--- src/rtl/key_entry_fsm.sv ---
// key_entry_fsm
//   Debounces the keypad scanner's key-present level and turns each physical
//   press into one key event. Digit keys are shifted into a BCD operand.
//   Operator keys emit a one-cycle event that carries a snapshot of the
//   operand. The clear key resets the operand.
//
// Ports
//   CLK          system clock, rising edge
//   RESET        synchronous active-high reset
//   BCDKey[3:0]  scanner key code: 0-9 digit, 13 clear, 10/11/12/14/15 operator
//   KeyRead      scanner key-present level, already in the CLK domain
//   operand      BCD operand being typed, most recent digit in [3:0]
//   digit_count  number of significant digits held
//   overflow     sticky: a digit was dropped because the operand was full
//   op_valid     one-cycle pulse on an accepted operator key
//   op_code      code of the last accepted operator
//   op_operand   operand captured at the last accepted operator
//   clr_pulse    one-cycle pulse on an accepted clear key
module key_entry_fsm #(
  parameter int DEBOUNCE_CYCLES = 16,
  parameter int NDIGITS         = 4
) (
  input  logic                             CLK,
  input  logic                             RESET,
  input  logic [3:0]                       BCDKey,
  input  logic                             KeyRead,
  output logic [4*NDIGITS-1:0]             operand,
  output logic [$clog2(NDIGITS+1)-1:0]     digit_count,
  output logic                             overflow,
  output logic                             op_valid,
  output logic [3:0]                       op_code,
  output logic [4*NDIGITS-1:0]             op_operand,
  output logic                             clr_pulse
);

  localparam int CW  = $clog2(DEBOUNCE_CYCLES + 1);
  localparam int DCW = $clog2(NDIGITS + 1);
  localparam int OW  = 4 * NDIGITS;

  localparam logic [CW-1:0]  CNT_ONE  = CW'(1);
  localparam logic [CW-1:0]  CNT_MAX  = CW'(DEBOUNCE_CYCLES);
  localparam logic [DCW-1:0] DIG_FULL = DCW'(NDIGITS);
  localparam logic [3:0]     KEY_CLR  = 4'd13;

  typedef enum logic [1:0] {IDLE, PRESS_CHK, HELD, REL_CHK} state_t;

  state_t          state_reg, state_next;
  logic [CW-1:0]   cnt_reg, cnt_next, cnt_inc;
  logic [3:0]      cand_reg, cand_next;
  logic            accept;
  logic [3:0]      accept_key;

  logic [OW-1:0]   operand_reg, operand_next, operand_shifted;
  logic [DCW-1:0]  digit_count_reg, digit_count_next;
  logic            overflow_reg, overflow_next;
  logic            op_valid_reg, op_valid_next;
  logic [3:0]      op_code_reg, op_code_next;
  logic [OW-1:0]   op_operand_reg, op_operand_next;
  logic            clr_pulse_reg, clr_pulse_next;

  // Sample counter saturates at the debounce threshold.
  assign cnt_inc = (cnt_reg == CNT_MAX) ? cnt_reg : cnt_reg + CNT_ONE;

  // ---------------- debounce FSM ----------------
  always_comb begin
    state_next = state_reg;
    cnt_next   = cnt_reg;
    cand_next  = cand_reg;
    accept     = 1'b0;
    accept_key = cand_reg;
    case (state_reg)
      IDLE: begin
        if (KeyRead) begin
          cand_next = BCDKey;
          cnt_next  = CNT_ONE;
          if (CNT_ONE == CNT_MAX) begin
            // A one-sample debounce accepts on the first sample.
            accept     = 1'b1;
            accept_key = BCDKey;
            state_next = HELD;
          end else begin
            state_next = PRESS_CHK;
          end
        end
      end
      PRESS_CHK: begin
        if (!KeyRead) begin
          state_next = IDLE;
        end else if (BCDKey != cand_reg) begin
          // The code changed while bouncing, so restart with the new candidate.
          cand_next = BCDKey;
          cnt_next  = CNT_ONE;
        end else begin
          cnt_next = cnt_inc;
          if (cnt_inc == CNT_MAX) begin
            accept     = 1'b1;
            state_next = HELD;
          end
        end
      end
      HELD: begin
        // Code changes are ignored here so that one press gives one event.
        if (!KeyRead) begin
          cnt_next   = CNT_ONE;
          state_next = (CNT_ONE == CNT_MAX) ? IDLE : REL_CHK;
        end
      end
      REL_CHK: begin
        if (KeyRead) begin
          state_next = HELD;
        end else begin
          cnt_next = cnt_inc;
          if (cnt_inc == CNT_MAX) state_next = IDLE;
        end
      end
      default: state_next = IDLE;
    endcase
  end

  // Operand with the accepted key shifted in as the least significant digit.
  genvar gi;
  generate
    for (gi = 0; gi < NDIGITS; gi++) begin : g_shift
      if (gi == 0) begin : g_lsd
        assign operand_shifted[3:0] = accept_key;
      end else begin : g_upper
        assign operand_shifted[4*gi +: 4] = operand_reg[4*(gi-1) +: 4];
      end
    end
  endgenerate

  // ---------------- key action ----------------
  always_comb begin
    operand_next     = operand_reg;
    digit_count_next = digit_count_reg;
    overflow_next    = overflow_reg;
    op_valid_next    = 1'b0;
    op_code_next     = op_code_reg;
    op_operand_next  = op_operand_reg;
    clr_pulse_next   = 1'b0;
    if (accept) begin
      if (accept_key < 4'd10) begin
        if (accept_key == 4'd0 && digit_count_reg == '0) begin
          // Leading zeros are not counted.
        end else if (digit_count_reg == DIG_FULL) begin
          overflow_next = 1'b1;
        end else begin
          operand_next     = operand_shifted;
          digit_count_next = digit_count_reg + DCW'(1);
        end
      end else if (accept_key == KEY_CLR) begin
        operand_next     = '0;
        digit_count_next = '0;
        overflow_next    = 1'b0;
        clr_pulse_next   = 1'b1;
      end else begin
        op_operand_next  = operand_reg;
        op_code_next     = accept_key;
        op_valid_next    = 1'b1;
        operand_next     = '0;
        digit_count_next = '0;
        overflow_next    = 1'b0;
      end
    end
  end

  always_ff @(posedge CLK) begin
    if (RESET) begin
      state_reg       <= IDLE;
      cnt_reg         <= '0;
      cand_reg        <= '0;
      operand_reg     <= '0;
      digit_count_reg <= '0;
      overflow_reg    <= 1'b0;
      op_valid_reg    <= 1'b0;
      op_code_reg     <= '0;
      op_operand_reg  <= '0;
      clr_pulse_reg   <= 1'b0;
    end else begin
      state_reg       <= state_next;
      cnt_reg         <= cnt_next;
      cand_reg        <= cand_next;
      operand_reg     <= operand_next;
      digit_count_reg <= digit_count_next;
      overflow_reg    <= overflow_next;
      op_valid_reg    <= op_valid_next;
      op_code_reg     <= op_code_next;
      op_operand_reg  <= op_operand_next;
      clr_pulse_reg   <= clr_pulse_next;
    end
  end

  assign operand     = operand_reg;
  assign digit_count = digit_count_reg;
  assign overflow    = overflow_reg;
  assign op_valid    = op_valid_reg;
  assign op_code     = op_code_reg;
  assign op_operand  = op_operand_reg;
  assign clr_pulse   = clr_pulse_reg;

endmodule

--- config.mk ---
export PLATFORM = sky130hd
export DESIGN_NAME = key_entry_fsm
export DESIGN_NICKNAME = d
export VERILOG_FILES = /design/src/rtl/key_entry_fsm.sv
export SDC_FILE = /design/constraint.sdc
export NUM_CORES = 1
export LEC_CHECK = 0
export CORE_ASPECT_RATIO = 1.5
export CORE_UTILIZATION = 45
export DETAILED_ROUTE_END_ITERATION = 8
export GPL_TIMING_DRIVEN = 0
export PLACE_DENSITY = 0.75
export SLEW_MARGIN = 10
export SYNTH_ARGS = -nofsm -noshare
export SYNTH_HDL_FRONTEND = slang
export SYNTH_SLANG_ARGS = --single-unit
--- constraint.sdc ---
create_clock -name CLK -period 2.1 [get_ports CLK]
set_input_delay 0.42 -clock CLK [delete_from_list [all_inputs] [get_ports CLK]]
set_output_delay 0.42 -clock CLK [all_outputs]
set_load 0.01 [all_outputs]
==> results.txt <==
Cells after Synth = 252
FMAX = 0.446 GHz
NetSw = 432 uW
clk slew on worst S/H paths = 0.10 ns
maximum root-to-sink buffer count = 2
Post-Route WL = 5.92 mm
Area Overhead vs Synth = 44.0%
Max IR drop VDD = 463 uV
most frequent cells in the layout = dfxtp_1, clkdlybuf4s50_1, nor2_1
row cnt = 31
pin count of the biggest net entering global routing = 17
Post-synth top flop = dfxtp_1
syn_nets = 263
Place WS = -0.794 ns
critical path buffer and inverter count = 1
first-pass GRT wire length = 9.35 mm
WP data required = 2.31 ns
Worst slew margin = 59.0%
critical setup path kind = reg2reg
Die ar. = 5430 sq um
Synth Area per Inst = 9.16 sq um
RSZ-0062 raised after global routing = true
Final setup viols = 35
CTS root buffer = clkbuf_8
final net count = 335
Routed Antenna Nets = 0
PwrDens = 521 nW/um^2
Final Cycle Share = 107%
vias in the first global route = 1950
Die H = 89.7 um
Crit. End Element = register
crit path DAT = 2.45 ns
starting density of the core = 47.2%
Worst Path Max Fanout = 9
core box area = 4890 sq um
Cell Area, Placed = 2880 sq um
outcome = complete, but fails checks
Final Core Density = 68.0%
Residual DRC = 0
initial antenna violation count = 0
Final min period = 2.24 ns
combinational share of power = 7.3%
min-delay worst type = in2reg
Overflow after GRT = 0
commonest non-fill, non-tap cell in the layout = dfxtp_1
layout cells sized above 1 = 22.8%
GRT Total Usage = 22.4%
async set-reset flop share out of synthesis = 0%
Cell Area, Synth = 2310 sq um
YS warnings = 0
hpwl dp = 3.67 mm
CTS tree = done
crit start category = register
Post-Layout Cell Count = 391
failing checks = setup timing
Seq/Total Area, Yosys = 46.0%
largest stage delay on the critical path = 0.58 ns
Post-synth EDFFs = 0
ant diodes = 0
Port Buffer Count = 47
final worst slack = -0.142 ns
clock power share = 33.6%
worst-margin pin slew = 0.616 ns
Switching Fraction = 25.0%
Avg WL per Cell = 15.1 um
routed vias = 2021
Max Cap Viol = 0
CP Cell Sequence = xor2_1 > nor3_2 > nand4_1 > or4b_4 > o21bai_4 > buf_6 > nor2_2
Flop pwr share = 59.1%
crit-path leading delay family = simple AND/OR/NAND/NOR gates
number of synthesized register bits = 53
clk_lat worst skew = 0.31 ns
drt pass-1 iters = 4
Avg Vias per Cell = 5.17
first-iteration detailed-routing DRC count = 87
fin. max-slew vios = 0
Inst Count DP = 365
total CTS buffers = 5
CP max-delay cell = or4b_4
Final Instance Area = 3320 sq um
Die W = 60.5 um
final estimated routing congestion in global placement = 0.777
Max H-tree Level = 2
Hold Buf Count CTS = 0
Fin. Hold Viols = 0
I/O Pins = 49
count of cell types in the netlist = 42
cell-internal power = 1.30 mW
final clock skew = 0.00678 ns
CTS sink cnt = 53
P_leak = 1.12 nW
==> worst register-to-register path, stage by stage, from the launching register on <==
cell and delay, ns:
dfxtp_1 0.53, xor2_1 0.20, nor3_2 0.18, nand4_1 0.18, or4b_4 0.58, o21bai_4 0.25
buf_6 0.18, nor2_2 0.04
==> synth_stat cells (all sizes together), types with 3 or more instances <==
library cell	instances	share of area, %
dfxtp	53	46
nor2	49	8.0
mux2i	30	13
nand2	17	2.9
a21oi	16	3.5
buf	10	3.3
o21ai	8	1.7
inv	7	1.1
nand3	7	1.5
clkbuf	6	0.98
nand2b	5	1.4
nor3	5	1.5
xnor2	5	1.9
ha	4	2.2
xor2	3	1.1
==> through the flow <==
step           hold slack, ns  setup TNS [ns]  power, mW
6_report                0.449           -2.95       1.73
5_1_grt                 0.484           -5.83       1.79
4_1_cts                 0.491          -0.806       1.73
3_5_place_dp            0.464          -25.59       1.14
3_3_place_gp            0.457          -24.31       1.14
2_1_floorplan           0.463          -0.512       1.11
==> power by group through the flow <==
stage | Sequential (mW) | Combinational (mW) | Clock [mW]
finish | 1.02 | 0.127 | 0.581
floorplan | 1.04 | 0.0705 | 0
CTS | 1.02 | 0.116 | 0.593
global placement | 1.04 | 0.101 | 0
detailed placement | 1.04 | 0.103 | 0
global route | 1.02 | 0.138 | 0.627
==> routing by layer <==
| layer | vias up | share of wire (%) | track usage [%] |
|---|---|---|---|
| met5 | - | 0 | 0 |
| met4 | 0 | 1.6 | 7.39 |
| met3 | 11 | 3.7 | 4.03 |
| met2 | 55 | 54 | 39.9 |
| met1 | 953 | 40 | 25.6 |
| li1 | 1002 | - | - |
==> logic make-up (layout without fill, tap and decap cells) <==
logic type	after synthesis	count (layout)	share of synthesized area [%]
mux	30	30	13.0
compound gates	35	35	9.70
simple gates	99	99	20.8
xor+xnor	8	8	3.04
flops	53	53	46.0
fa+ha+maj	4	4	2.17
buf+inv	23	96	5.37
==> area by class of cell <==
cell class                 instances  area (sq um)
fill                             398          1560
multi-input combinational        176          1270
sequential                        53          1070
inverter                           7          28.8
clock buffer                       6          72.6
tap                               66          82.6
buffer                            13           109
timing repair buffer              68           681
clock inverter                     2          13.8
==> final timing paths <==
path / start / endpoint / slack [ns] / cells after the start
hold reg to reg: op_code[3] / op_code[3] / 0.48 / 2
setup reg to reg: accept_key[2] / operand[5] / -0.14 / 7
setup / recovery: accept_key[2] / operand[5] / -0.14 / 7
hold / removal: BCDKey[3] / accept_key[3] / 0.45 / 3
==> repair_timing <==
action	in CTS	in global routing
gates resized for setup	25	31
endpoints found under the hold margin	0	0
setup buffers	12	6
cloned	2	1
endpoints found under the setup margin	43	41
pin swaps	13	6
No activity file was read; power rests on OpenSTA's default activity.
